==> src/rtl/piezo_txrx_arbiter.sv <==
// rtl/piezo_txrx_arbiter.sv - two-requester piezo TX/RX arbiter with guard intervals
//
// Purpose: shares one piezo transducer between two transmit requesters
// (bit0 PTP interface, bit1 RTC). In idle the receiver is enabled; a request
// wins round-robin arbitration, waits out a guard interval with both enables
// off, drives the piezo, then waits out a second guard interval before the
// receiver is re-enabled.
//
// Optional feature: define PIEZO_ARB_WATCHDOG_EN to compile in a TX watchdog
// that forces the transmitter off after TX_MAX_CYCLES cycles in TX.
//
// Ports:
//   iCLK             system clock
//   iRESETn          synchronous active-low reset
//   iREQ[1:0]        transmit request per requester
//   iDRIVE[1:0]      piezo drive waveform per requester
//   oGNT[1:0]        one-hot grant (registered)
//   oPIEZO           drive of the granted requester, only while in TX
//   oENABLE_PIEZO    transmitter enable (registered)
//   oENABLE_PIEZO_IN receiver enable (registered)
//   oBUSY            high in every state except RX
//   oTIMEOUT         one-cycle pulse when the watchdog fires

module piezo_txrx_arbiter #(
   parameter int DEAD_CYCLES   = 4,
   parameter int TX_MAX_CYCLES = 4096
) (
   input  logic       iCLK,
   input  logic       iRESETn,
   input  logic [1:0] iREQ,
   input  logic [1:0] iDRIVE,
   output logic [1:0] oGNT,
   output logic       oPIEZO,
   output logic       oENABLE_PIEZO,
   output logic       oENABLE_PIEZO_IN,
   output logic       oBUSY,
   output logic       oTIMEOUT
);

   typedef enum logic [1:0] {
      RX      = 2'd0,
      DEAD_TX = 2'd1,
      TX      = 2'd2,
      DEAD_RX = 2'd3
   } state_t;

   localparam logic [7:0] GuardLast = 8'(DEAD_CYCLES - 1);

   if (DEAD_CYCLES < 1 || DEAD_CYCLES > 255 ||
       TX_MAX_CYCLES < 1 || TX_MAX_CYCLES > 65535) begin : gParamCheck
      $error("piezo_txrx_arbiter: parameter out of legal range");
   end

   state_t     state;
   logic [7:0] guardCnt;
   logic       winner;   // latched index of the granted requester
   logic       rrPri;    // requester that wins when both request
   logic       pick;
   logic       txExpire;

`ifdef PIEZO_ARB_WATCHDOG_EN
   localparam logic [15:0] TxLast = 16'(TX_MAX_CYCLES - 1);
   logic [15:0] txCnt;
   logic        timeoutQ;

   assign txExpire = (txCnt == TxLast);
   assign oTIMEOUT = timeoutQ;
`else
   assign txExpire = 1'b0;
   assign oTIMEOUT = 1'b0;
`endif

   always_comb begin
      pick = 1'b0;
      if (iREQ == 2'b11) begin
         pick = rrPri;
      end else begin
         pick = iREQ[1];
      end
   end

   assign oBUSY  = (state != RX);
   assign oPIEZO = (state == TX) ? iDRIVE[winner] : 1'b0;

   always_ff @(posedge iCLK) begin
      if (!iRESETn) begin
         state            <= RX;
         oGNT             <= 2'b00;
         oENABLE_PIEZO    <= 1'b0;
         oENABLE_PIEZO_IN <= 1'b1;
         guardCnt         <= 8'd0;
         winner           <= 1'b0;
         rrPri            <= 1'b0;
`ifdef PIEZO_ARB_WATCHDOG_EN
         txCnt            <= 16'd0;
         timeoutQ         <= 1'b0;
`endif
      end else begin
`ifdef PIEZO_ARB_WATCHDOG_EN
         timeoutQ <= 1'b0;
`endif
         case (state)
            RX: begin
               if (iREQ != 2'b00) begin
                  state            <= DEAD_TX;
                  winner           <= pick;
                  rrPri            <= ~pick;
                  oGNT             <= pick ? 2'b10 : 2'b01;
                  oENABLE_PIEZO_IN <= 1'b0;
                  guardCnt         <= 8'd0;
               end
            end
            DEAD_TX: begin
               // A withdrawn request aborts straight to the RX guard, even on
               // the last guard cycle, so TX is never entered.
               if (!iREQ[winner]) begin
                  state    <= DEAD_RX;
                  oGNT     <= 2'b00;
                  guardCnt <= 8'd0;
               end else if (guardCnt == GuardLast) begin
                  state         <= TX;
                  oENABLE_PIEZO <= 1'b1;
                  guardCnt      <= 8'd0;
`ifdef PIEZO_ARB_WATCHDOG_EN
                  txCnt         <= 16'd0;
`endif
               end else begin
                  guardCnt <= guardCnt + 8'd1;
               end
            end
            TX: begin
               if (!iREQ[winner] || txExpire) begin
                  state         <= DEAD_RX;
                  oGNT          <= 2'b00;
                  oENABLE_PIEZO <= 1'b0;
                  guardCnt      <= 8'd0;
`ifdef PIEZO_ARB_WATCHDOG_EN
                  timeoutQ      <= txExpire;
                  // A timed-out requester yields the next contested grant.
                  if (txExpire) begin
                     rrPri <= ~winner;
                  end
`endif
               end else begin
`ifdef PIEZO_ARB_WATCHDOG_EN
                  txCnt <= txCnt + 16'd1;
`endif
               end
            end
            DEAD_RX: begin
               if (guardCnt == GuardLast) begin
                  state            <= RX;
                  oENABLE_PIEZO_IN <= 1'b1;
                  guardCnt         <= 8'd0;
               end else begin
                  guardCnt <= guardCnt + 8'd1;
               end
            end
            default: begin
               state <= RX;
            end
         endcase
      end
   end

endmodule
==> config.mk <==
export PLATFORM = sky130hd
export DESIGN_NAME = piezo_txrx_arbiter
export DESIGN_NICKNAME = d
export VERILOG_FILES = /design/src/rtl/piezo_txrx_arbiter.sv
export SDC_FILE = /design/constraint.sdc
export NUM_CORES = 1
export LEC_CHECK = 0
export BUFFER_PORTS_ARGS = -buffer_cell sky130_fd_sc_hd__buf_2
export CORE_MARGIN = 10
export CORE_UTILIZATION = 45
export DETAILED_ROUTE_END_ITERATION = 10
export GPL_ROUTABILITY_DRIVEN = 1
export PLACE_DENSITY_LB_ADDON = 0.12
export SLEW_MARGIN = 25
export SYNTH_ARGS = -nofsm -noshare
export SYNTH_HDL_FRONTEND = slang
export SYNTH_SLANG_ARGS = --single-unit
==> constraint.sdc <==
create_clock -name iCLK -period 4.75 [get_ports iCLK]
set_input_delay 0 -clock iCLK [delete_from_list [all_inputs] [get_ports iCLK]]
set_output_delay 0 -clock iCLK [all_outputs]
set_load 0.02 [all_outputs]
Word-level counts from Yosys, hierarchy flattened
Index checks and enable logic that the tools add are counted.
- mux-type cells: 27
- add/sub/neg operators: 1
- reductions and logical operators: 13
- magnitude comparators: 1
- equal/unequal tests: 12
- bitwise operators: 1
- operators with widths (operator ; count):
    $mux W8 ; 4
    $pmux W8 S4 ; 1
    $mux W2 ; 8
    $ne A2 B2 Y1 const B ; 6
    $mux W1 ; 10
    $reduce_bool A2 Y1 ; 5
    $add A8 B1 Y8 const B ; 1
    $eq A8 B2 Y1 const B ; 1
    $pmux W2 S4 ; 1
    $reduce_and A4 Y1 ; 2
    $eq A2 B2 Y1 const B ; 3
    $reduce_and A3 Y1 ; 2
    $pmux W1 S2 ; 2
    $pmux W2 S2 ; 1
    $reduce_and A2 Y1 ; 2
    $ne A3 B3 Y1 const B ; 1
    $eq A2 B1 Y1 const B ; 1
    $logic_not A2 Y1 ; 1
    $lt A1 B2 Y1 const B ; 1
    $reduce_or A2 Y1 ; 1
    $not A1 Y1 ; 1
- bits in registers: 16
- input port bits: 6
- output and inout port bits: 7

Longest topological paths before layout
Gate-level depths: netlist (run 1).
- word-level depth: 5
- gate-level depth with buffers: 7

Least setup slack after synthesis (run 1)
No wires, ideal clock.
- path kind: register -> register
- from: register state[0]
- to: register state[0]
- arrival time: 1.647 ns
- cell stages (with the launch flop): 8
- slack: 2.986 ns
- required time: 4.633 ns
- cells stage by stage: dfxtp_1 inv_1 ha_1 nor3b_4 a21oi_4 o21a_1 buf_6 a32o_1
- cells in the longest elaborated chain, start to end: 3
- elaborated cells between the ends (all ways): 10
- RTL lines (what ; line ; RTL):
    start: declaration ; 54 ; state_t state;
    start signal: assignment ; 87 ; state <= RX;
    start signal: assignment ; 105 ; state <= DEAD_TX;
    start signal: assignment ; 117 ; state <= DEAD_RX;
    $eq A2 B1 Y1, or another cell as far along ; 102 ; case (state)
    $ne A3 B3 Y1 (no source line) or $ne A2 B2 Y1 (tied branches) ; n/a ;
    $reduce_and A4 Y1 (no source line) ; n/a ;
Several ways; a longest one is shown, not always the timed one.
A chain may end at the register's enable or synchronous reset.

Worst setup path after layout (run 1)
Ends and elaborated chain as after synthesis.

==> flow_metrics.tcl, run 1 <==
set metrics [dict create \
    ys_seq_elements 16 \
    synth_seq_area_share 0.332 \
    highest_layer "met4" \
    crit_fanout 10 \
    numClockSinks 16 \
    clock_tree_from_tritoncts "built" \
    globalRoute.totalOverflow 0 \
    yosys.area.top_type "sky130_fd_sc_hd__dfxtp_1" \
    drt-pass1-iter-count 4 \
    coreArea_um2 2000 \
    post_cts_buffers 0 \
    fin_worst_skew_ns 0.00319 \
    drive_above_1_share 0.237 \
    worstHoldPathType "in -> reg" \
    fillers 198 \
    cts_max_path_buffers 2 \
    fmax_mhz 457 \
    crit_path_end_kind "register" \
    grt_use_total 0.108 \
    post_cts_resized 0 \
    ys.flop_type "sky130_fd_sc_hd__dfxtp_1" \
    cts_hold_repair.buffers 2 \
    cts_root_buffer "sky130_fd_sc_hd__clkbuf_4" \
    clk_latency_ns 0.30 \
    synthArstFlopShare 0 \
    critical_path_class "reg -> reg" \
    pin_count_of_the_biggest_net_entering_global_routing 15 \
    areaGrowthSynthToFinish_pct 10.9 \
    num_vias 792 \
    dp.final_hpwl_um 1500 \
    first_iter_violations 51 \
    number_of_synthesized_flops_with_an_enable_pin 0 \
    finalHoldViolations 0 \
    final-setup-viol-count 0 \
    synth_largest_type_area_fraction 0.332 \
    row_count 16 \
    ioPinCount 13 \
    initial_core_utilization 0.482 \
    htree_num_levels 1 \
    slew_violations 0 \
    wl_met1_um 1060 \
    power_density_nw_per_um2 450 \
    nNetsFinal 127 \
    critPathLaunchType "register" \
    top_count_cell_post_synth "sky130_fd_sc_hd__dfxtp_1" \
    viasPerCell 5.62 \
    worst_slew_margin_relative_to_its_limit 0.598 \
    syn-mean-instance-area_um2 9.46 \
    post_synthesis_net_count 113 \
    insertedDiodeCount 0 \
    arrival_ns 2.38 \
    grt_antenna_before_repair 0 \
    synth_warnings 0 \
    number_of_instances_in_the_synthesized_netlist 102 \
    timing.final.crit_share 0.460 \
    setup.worst_path.start "state[0]$_SDFFE_PN0P_" \
    worstHoldStart "iREQ[0]" \
    routed_wirelength_normalized_by_instance_count_um 15.0 \
    wl_met2_um 884 \
    cap_violations 0 \
    antenna_violating_nets_post_route 0 \
    postLayoutCoreUtil 0.534 \
    cts_made_buffers 3 \
    critical_path_required_ns 4.95 \
    setup-tns-final_ns 0 \
    grt_pass1_wl_um 3620 \
    cts.clk_slew.worst_paths_ns 0.09 \
    result_of_the_run "complete, no violations" \
    drt-total-wl_um 2120 \
    distinct_cells_synth 36 \
    drt_drc_violations_left 0 \
    placement.io_buffers 11 \
    die-width_um 66.3 \
    timing.rr.start "state[0]$_SDFFE_PN0P_" \
    vias_in_the_first_global_route 730 \
    netlist_area_um2 965 \
    die_height_um 66.3 \
    die_area_um2 4400 \
    total_leakage_power_nw 0.388 \
    min_period_ns 2.19 \
    wl_met3_um 112 \
    globalplace.congestion 0.820 \
    synth_top_cells_by_count "sky130_fd_sc_hd__dfxtp_1 (16), sky130_fd_sc_hd__a21oi_1 (7), sky130_fd_sc_hd__nand2_1 (7), sky130_fd_sc_hd__nor3_2 (7), sky130_fd_sc_hd__xnor2_1 (7)" \
    irDropWorstVdd_mv 0.294 \
    synth.top_cells.by_area "sky130_fd_sc_hd__dfxtp_1 (33%), sky130_fd_sc_hd__nor3_2 (7.3%), sky130_fd_sc_hd__ha_1 (6.5%), sky130_fd_sc_hd__xnor2_1 (6.4%), sky130_fd_sc_hd__a2111oi_2 (4.7%)" \
    tightest_slew_ns 0.603 \
    rsz0062_at_grt "no" \
]
==> logic make-up after synthesis <==
kind of cell             after synthesis  synth area share
flip-flops                            16             0.332
buffers and inverters                 10            0.0506
AND/OR/NAND/NOR                       33             0.224
XOR/XNOR                               7            0.0636
AO/OA/AOI/OAI                         26             0.214
adder cells (fa/ha/maj)                5            0.0649
multiplexers                           4            0.0467
other                                  1           0.00389
==> report_power, final <==
| part | internal [W] | switching, W |
|---|---|---|
| clock network | 0.0000296 | 0.0000454 |
| registers | 0.000160 | 0.0000208 |
| logic | 0.0000875 | 0.000138 |
| total | 0.000277 | 0.000204 |
==> state kept, by name, summed over array words and instances (netlist names) <==
signal / flops
guardCnt: 8
oGNT: 2
state: 2
oENABLE_PIEZO: 1
oENABLE_PIEZO_IN: 1
rrPri: 1
winner: 1
==> final timing paths <==
check,slack [ns],depth (start not counted),end
worst max-delay path,2.56,6,state[0]$_SDFFE_PN0P_
worst min-delay path,0.06,3,rrPri$_SDFFE_PN0P_
worst max register to register,2.56,6,state[0]$_SDFFE_PN0P_
worst min register to register,0.47,2,oGNT[0]$_SDFFE_PN0P_
==> through the flow <==
step	setup slack [ns]	area (µm²)	power (W)	hold slack, ns	instances
after global routing	2.43	1070	0.000516	0.0858	141
after global placement	2.68	1030	0.000400	0.233	136
after CTS	2.57	1070	0.000484	0.0501	141
after detailed placement	2.59	1030	0.000408	0.237	136
after floorplan	2.99	965	0.000361	0.0762	102
final	2.56	1070	0.000481	0.0598	141
==> layout by cell type (no fill, tap or decap), types with 2 or more instances in the layout <==
cell / netlist / layout
sky130_fd_sc_hd__ha_1: 5 / 5
sky130_fd_sc_hd__mux2i_1: 3 / 3
sky130_fd_sc_hd__dlygate4sd3_1: 0 / 2
sky130_fd_sc_hd__a211oi_1: 3 / 3
sky130_fd_sc_hd__nand3b_1: 2 / 2
sky130_fd_sc_hd__inv_1: 6 / 6
sky130_fd_sc_hd__nor3_2: 7 / 7
sky130_fd_sc_hd__nand2_1: 7 / 7
sky130_fd_sc_hd__xnor2_1: 7 / 7
sky130_fd_sc_hd__nand3_1: 2 / 2
sky130_fd_sc_hd__o21ai_0: 3 / 3
sky130_fd_sc_hd__nand2b_1: 3 / 3
sky130_fd_sc_hd__a21oi_1: 7 / 7
sky130_fd_sc_hd__a22oi_1: 2 / 2
sky130_fd_sc_hd__buf_2: 0 / 11
sky130_fd_sc_hd__a2111oi_2: 3 / 3
sky130_fd_sc_hd__clkbuf_4: 0 / 3
sky130_fd_sc_hd__nor2_1: 5 / 5
sky130_fd_sc_hd__dfxtp_1: 16 / 16
sky130_fd_sc_hd__nor3_1: 2 / 2
==> per-layer routing <==
layer | GRT usage | vias up
met3 | 0.0322 | 5
met1 | 0.143 | 383
li1 | - | 390
met5 | 0 | -
met4 | 0.0785 | 0
met2 | 0.141 | 14
==> cell type report <==
cell class                      instances  area [µm²]  share of cell area
Sequential cell                        16         320               0.299
Inverter                                6        22.5              0.0211
Multi-Input combinational cell         76         596               0.557
Tap cell                               27        33.8              0.0316
Timing Repair Buffer                   13        75.1              0.0702
Clock buffer                            3        22.5              0.0211
==> worst max-delay path, stage by stage, from the launching register on <==
cell and delay [ns]:
sky130_fd_sc_hd__dfxtp_1 0.36, sky130_fd_sc_hd__inv_1 0.11, sky130_fd_sc_hd__ha_1 0.31, sky130_fd_sc_hd__nor3b_4 0.59, sky130_fd_sc_hd__a21oi_4 0.09, sky130_fd_sc_hd__o21a_1 0.31
sky130_fd_sc_hd__a32o_1 0.30
No activity file was read; power rests on OpenSTA's default activity.
==> run 2, diff against run 1 <==
==> constraint.sdc (replaced) <==
create_clock -name iCLK -period 2.16 [get_ports iCLK]
set_input_delay 0 -clock iCLK [delete_from_list [all_inputs] [get_ports iCLK]]
set_output_delay 0 -clock iCLK [all_outputs]
set_load 0.02 [all_outputs]
==> flow_metrics.tcl, run 2 (synthesized netlist as in run 1, its figures left out) <==
set metrics [dict create \
    htree_num_levels 1 \
    cap_violations 0 \
    dp.final_hpwl_um 1420 \
    clock_tree_from_tritoncts "built" \
    irDropWorstVdd_mv 0.744 \
    viasPerCell 5.27 \
    cts.clk_slew.worst_paths_ns 0.10 \
    clk_latency_ns 0.28 \
    min_period_ns 1.83 \
    numClockSinks 16 \
    biggestRegsByFlops "guardCnt (8), oGNT (2), state (2)" \
    placement.io_buffers 11 \
    die_area_um2 4400 \
    antenna_violating_nets_post_route 0 \
    layout.cells.most_common_list "sky130_fd_sc_hd__dfxtp_1 (16), sky130_fd_sc_hd__buf_2 (11)" \
    globalplace.congestion 0.802 \
    whs_endpoint "rrPri$_SDFFE_PN0P_" \
    grt_antenna_before_repair 0 \
    worstHoldStart "iREQ[1]" \
    hold_slack_ns 0.0156 \
    setup-tns-final_ns 0 \
    nNetsFinal 128 \
    cts_max_path_buffers 2 \
    vias_in_the_first_global_route 743 \
    timing.rr.start "state[0]$_SDFFE_PN0P_" \
    globalRouteMet3Util 0.0271 \
    slew_violations 0 \
    worst_slew_margin_relative_to_its_limit 0.634 \
    timing.final.crit_share 0.849 \
    critical_path.slowest_cell "sky130_fd_sc_hd__dfxtp_1" \
    use_met1 0.123 \
    largest_register "guardCnt" \
    initial_core_utilization 0.482 \
    coreArea_um2 2000 \
    crit_path_end_kind "register" \
    num_vias 754 \
    grt_pass1_wl_um 3450 \
    drt-pass1-iter-count 4 \
    power_density_nw_per_um2 1010 \
    postLayoutCoreUtil 0.544 \
    fmax_mhz 545 \
    crit_fanout 8 \
    result_of_the_run "complete, no violations" \
    worst_slack_setup_final_ns 0.326 \
    die_height_um 66.3 \
    final-setup-viol-count 0 \
    die-width_um 66.3 \
    insertedDiodeCount 0 \
    cts_root_buffer "sky130_fd_sc_hd__clkbuf_4" \
    drt_drc_violations_left 0 \
    critPathLaunchType "register" \
    critical_path.cell_chain "inv_1 > ha_1 > nor3b_4 > buf_4 > a211oi_1 > xnor2_1 > nor3_2" \
    fillers 195 \
    ioPinCount 13 \
    multi_input_comb_area_um2 596 \
    row_count 16 \
    busiest_grt_layer "met2" \
    first_iter_violations 19 \
    routed_wirelength_normalized_by_instance_count_um 13.2 \
    grt_use_total 0.0981 \
    total_leakage_power_nw 0.401 \
    tightest_slew_ns 0.548 \
    finalHoldViolations 0 \
    critical_path_class "reg -> reg" \
    rsz0062_at_grt "no" \
    arrival_ns 2.00 \
    reg2reg_setup_slack_ns 0.33 \
    worstHoldPathType "in -> reg" \
    largest_reg_flops 8 \
    fin_worst_skew_ns 0.00405 \
    worst_hold_path.num_cells 2 \
    globalRoute.totalOverflow 0 \
    stage_delay_of_the_slowest_cell_on_the_critical_path_ns 0.36 \
    final-seq-area_um2 320 \
    pin_count_of_the_biggest_net_entering_global_routing 15 \
    drt-total-wl_um 1890 \
    drive_above_1_share 0.259 \
    mostFrequentLayoutCell "sky130_fd_sc_hd__dfxtp_1" \
    critical_path_required_ns 2.33 \
    preCtsSetupSlack_ns 0.371 \
    length_in_cells_of_the_worst_reg_to_reg_path 7 \
    grtUsageMet2 0.150 \
    cts_made_buffers 3 \
    areaGrowthSynthToFinish_pct 12.8 \
    worst_r2r_endpoint "guardCnt[4]$_SDFFE_PN0P_" \
]
==> run 2: changes by cell type in the layout (fill, tap and decap cells not counted) <==
cell                            change
sky130_fd_sc_hd__clkbuf_8           +1
sky130_fd_sc_hd__buf_4              +2
sky130_fd_sc_hd__dlygate4sd3_1      -1
==> run 2: metrics by stage <==
step / instances / cell area [µm²] / power, W
final: 143 / 1090 / 0.00110
after global routing: 143 / 1090 / 0.00118
after CTS: 143 / 1090 / 0.00111
after detailed placement: 138 / 1040 / 0.000900
after global placement: 138 / 1040 / 0.000897
after floorplan: 102 / 965 / 0.000793
==> run 2: where the power goes <==
group | internal (W) | switching (W) | total, W | leakage, nW
registers | 0.000351 | 0.0000449 | 0.000396 | 0.131
logic | 0.000206 | 0.000294 | 0.000500 | 0.249
clock network | 0.000103 | 0.0000994 | 0.000202 | 0.0210
total | 0.000660 | 0.000438 | 0.00110 | 0.401
==> run 2: cell type report <==
class                   instances  share of cell area
flip-flops and latches         16               0.294
clock buffers                   4              0.0333
repair buffers                 14              0.0736
inverters                       6              0.0207
multi-input cells              76               0.547
well taps                      27              0.0310
==> run 2: metal layers <==
layer | routed length [µm] | share of wire | up-vias
met5 | 0 | 0 | -
met4 | 17 | 0.0090 | 0
met3 | 122 | 0.064 | 2
met2 | 844 | 0.45 | 13
met1 | 909 | 0.48 | 341
li1 | - | - | 398
==> run 2: what timing repair did <==
action	CTS	global route
gates resized for setup	0	0
hold buffers	1	0
setup endpoints to repair	0	0
setup buffers	0	0
hold endpoints to repair	1	0
==> run 2: worst max-delay path by stage <==
stage	end	cells after the start	slack [ns]	start
2_1_floorplan	state[0]$_SDFFE_PN0P_	7	0.40	state[0]$_SDFFE_PN0P_
3_3_place_gp	guardCnt[2]$_SDFFE_PN0P_	7	0.42	state[0]$_SDFFE_PN0P_
3_5_place_dp	guardCnt[4]$_SDFFE_PN0P_	7	0.37	state[0]$_SDFFE_PN0P_
4_1_cts	guardCnt[4]$_SDFFE_PN0P_	7	0.34	state[0]$_SDFFE_PN0P_
5_1_grt	guardCnt[2]$_SDFFE_PN0P_	7	0.17	state[0]$_SDFFE_PN0P_
6_report	guardCnt[4]$_SDFFE_PN0P_	7	0.33	state[0]$_SDFFE_PN0P_
==> run 2: critical path: cells and delay by family (launching register included) <==
family                   cells  cell delay [ns]
XOR/XNOR                     1             0.21
flip-flops                   1             0.36
AND/OR/NAND/NOR              2             0.41
adder cells (fa/ha/maj)      1             0.32
buffers and inverters        2             0.34
AO/OA/AOI/OAI                1             0.07
==> run 3, diff against run 2 <==
--- a/config.mk
+++ b/config.mk
@@ -5,6 +5,7 @@
 export SDC_FILE = /design/constraint.sdc
 export NUM_CORES = 1
 export LEC_CHECK = 0
+export ABC_AREA = 1
 export BUFFER_PORTS_ARGS = -buffer_cell sky130_fd_sc_hd__buf_2
 export CORE_MARGIN = 10
 export CORE_UTILIZATION = 45
==> constraint.sdc (replaced) <==
create_clock -name iCLK -period 1.68 [get_ports iCLK]
set_input_delay 0 -clock iCLK [delete_from_list [all_inputs] [get_ports iCLK]]
set_output_delay 0 -clock iCLK [all_outputs]
set_load 0.02 [all_outputs]
==> flow_metrics.tcl, run 3 <==
set metrics [dict create \
    result_of_the_run "complete, no violations" \
    dp.final_hpwl_um 1800 \
    post_synthesis_net_count 154 \
    largest_register "guardCnt" \
    distinct_cells_synth 26 \
    final-setup-viol-count 0 \
    areaGrowthSynthToFinish_pct 12.6 \
    reg2reg_setup_slack_ns 0.17 \
    timing.final.crit_share 0.898 \
    hold_slack_ns 0.154 \
    synth_top_cells_by_count "sky130_fd_sc_hd__nand2_1 (32), sky130_fd_sc_hd__inv_1 (18), sky130_fd_sc_hd__dfxtp_1 (16)" \
    numClockSinks 16 \
    viasPerCell 4.99 \
    biggestRegsByFlops "guardCnt (8), oGNT (2), state (2)" \
    die_height_um 68.0 \
    crit_path_end_kind "register" \
    fillers 231 \
    timing.rr.start "state[1]$_SDFFE_PN0P_" \
    syn-mean-instance-area_um2 7.24 \
    clock_tree_from_tritoncts "built" \
    mostFrequentLayoutCell "sky130_fd_sc_hd__nand2_1" \
    number_of_instances_in_the_synthesized_netlist 143 \
    total_leakage_power_nw 0.537 \
    grt_pass1_wl_um 3840 \
    critical-path-top-cell-by-count "sky130_fd_sc_hd__o21ai_1" \
    drive_above_1_share 0.253 \
    postLayoutCellArea_um2 1170 \
    ioPinCount 13 \
    worst_setup_path_endpoint "oGNT[1]$_SDFFE_PN0P_" \
    critical_path_required_ns 1.87 \
    initial_core_utilization 0.468 \
    number_of_synthesized_flops_with_an_enable_pin 0 \
    vias_in_the_first_global_route 844 \
    critPathLaunchType "register" \
    setup-tns-final_ns 0 \
    stage_delay_of_the_slowest_cell_on_the_critical_path_ns 0.44 \
    num_vias 928 \
    grt_use_total 0.107 \
    cap_violations 0 \
    irDropWorstVdd_mv 1.02 \
    yosys.area.top_type "sky130_fd_sc_hd__dfxtp_1" \
    netlist_area_um2 1040 \
    power_switching_share 0.467 \
    power_density_nw_per_um2 1550 \
    netSwitchingPower_w 0.000845 \
    post_cts_buffers 0 \
    ys_seq_elements 16 \
    clockPowerShare 0.143 \
    globalRoute.totalOverflow 0 \
    cts_root_buffer "sky130_fd_sc_hd__clkbuf_4" \
    die_area_um2 4620 \
    length_in_cells_of_the_worst_reg_to_reg_path 8 \
    drt-pass1-iter-count 4 \
    setup.worst_path.start "state[1]$_SDFFE_PN0P_" \
    cts_max_path_buffers 2 \
    critical_path.cell_chain "inv_1 > ha_1 > nand3_4 > nand2_1 > a21oi_2 > o21ai_1 > o21ai_1 > nor2_1" \
    coreArea_um2 2210 \
    top_count_cell_post_synth "sky130_fd_sc_hd__nand2_1" \
    finalHoldViolations 0 \
    htree_num_levels 1 \
    worstHoldStart "iREQ[0]" \
    largest_reg_flops 8 \
    routed_wirelength_normalized_by_instance_count_um 11.7 \
    first_iter_violations 44 \
    arrival_ns 1.70 \
    design_internal_power_w 0.000963 \
    clk_latency_ns 0.29 \
    worstHoldPathType "in -> reg" \
    seq_power_share 0.310 \
    fmax_mhz 663 \
    globalplace.congestion 0.850 \
    synth_warnings 0 \
    antenna_violating_nets_post_route 0 \
    synth_seq_area_share 0.309 \
    min_period_ns 1.51 \
    cts.clk_slew.worst_paths_ns 0.10 \
    worst_r2r_endpoint "oGNT[1]$_SDFFE_PN0P_" \
    multi_input_comb_area_um2 622 \
    slew_violations 0 \
    nNetsFinal 170 \
    synth.top_cells.by_area "sky130_fd_sc_hd__dfxtp_1 (31%), sky130_fd_sc_hd__nand2_1 (12%), sky130_fd_sc_hd__inv_1 (6.5%), sky130_fd_sc_hd__ha_1 (6.0%), sky130_fd_sc_hd__nand2_4 (5.4%)" \
    worst_slack_setup_final_ns 0.171 \
    synth_largest_type_area_fraction 0.309 \
    final-seq-area_um2 322 \
    layout.cells.most_common_list "sky130_fd_sc_hd__nand2_1 (32), sky130_fd_sc_hd__inv_1 (18), sky130_fd_sc_hd__dfxtp_1 (15)" \
    critical_path_class "reg -> reg" \
    cts_made_buffers 3 \
    drt-total-wl_um 2170 \
    ys.flop_type "sky130_fd_sc_hd__dfxtp_1" \
    drt_drc_violations_left 0 \
    rsz0062_at_grt "no" \
    die-width_um 68.0 \
    pin_count_of_the_biggest_net_entering_global_routing 10 \
    critical_path.slowest_cell "sky130_fd_sc_hd__dfxtp_1" \
    fin_worst_skew_ns 0.00877 \
    row_count 17 \
    placement.io_buffers 11 \
    synthArstFlopShare 0 \
    insertedDiodeCount 0 \
    crit_fanout 6 \
    dpl-instance-area_um2 1120 \
    grt_antenna_before_repair 0 \
    share_comb_of_total_power 0.547 \
    preCtsSetupSlack_ns 0.165 \
]
==> run 3: cell types whose count changed after synthesis, sizes merged, moves of 4 or more <==
| cell | change |
|---|---|
| inv | +15 |
| nor3 | -8 |
| nor2 | +12 |
| nand3 | +9 |
| xnor2 | -7 |
| nand2 | +35 |
| nand4 | +4 |
| o21ai | +5 |
==> run 3: timing repair <==
| action | in CTS | in global routing |
|---|---|---|
| resized for setup | 0 | 1 |
| setup endpoints to repair | 0 | 1 |
| hold buffers | 0 | 1 |
| hold endpoints to repair | 0 | 1 |
==> run 3: per-layer routing <==
layer | track usage | share of wire
met5 | 0 | 0
met3 | 0.0424 | 0.046
met4 | 0.0377 | 0.013
met2 | 0.164 | 0.46
met1 | 0.132 | 0.49
==> run 3: worst max-delay path: cells and delay by family (launching register included) <==
| family | cells | cell delay [ns] |
|---|---|---|
| and+or+nand+nor | 3 | 0.28 |
| buffers and inverters | 1 | 0.09 |
| AOI/OAI and AO/OA | 3 | 0.36 |
| adders and majority gates | 1 | 0.23 |
| DFF | 1 | 0.44 |
==> run 3: power by group through the flow <==
stage	registers [W]	clock network (W)	logic (W)
detailed placement	0.000566	0	0.000997
global placement	0.000557	0	0.000986
floorplan	0.000602	0	0.000740
finish	0.000560	0.000259	0.000990
global route	0.000571	0.000295	0.00110
CTS	0.000558	0.000270	0.00100
==> run 3: per-stage QoR <==
step	instances	util	total power, W
after floorplan	143	-	0.00134
after global placement	181	0.506	0.00154
after detailed placement	181	0.506	0.00156
after CTS	185	0.522	0.00183
after global routing	186	0.527	0.00197
final	186	0.527	0.00181
==> run 3: cells by family (layout without fill, tap and decap cells) <==
logic type | after synthesis | after routing | synth area share
compound gates | 21 | 21 | 0.118
xor+xnor | 1 | 1 | 0.00846
fa+ha+maj | 5 | 5 | 0.0604
buf+inv | 22 | 37 | 0.0906
flops | 16 | 16 | 0.309
other cells | 1 | 1 | 0.00362
simple gates | 77 | 77 | 0.409
==> run 3: final cells by class <==
cell class,count,share of cell area
inverter,21,0.0740
sequential,16,0.276
clock buffer,4,0.0311
tap,28,0.0300
multi-input combinational,105,0.533
timing repair buffer,12,0.0558
==> run 3: worst min path at each step <==
stage | cells after the start | slack (ns) | to
3_3_place_gp | 2 | 0.32 | winner$_SDFFE_PN0P_
3_5_place_dp | 2 | 0.32 | winner$_SDFFE_PN0P_
2_1_floorplan | 1 | 0.12 | winner$_SDFFE_PN0P_
4_1_cts | 2 | 0.008 | winner$_SDFFE_PN0P_
6_report | 5 | 0.15 | oENABLE_PIEZO$_SDFFE_PN0P_
5_1_grt | 5 | 0.20 | oENABLE_PIEZO$_SDFFE_PN0P_
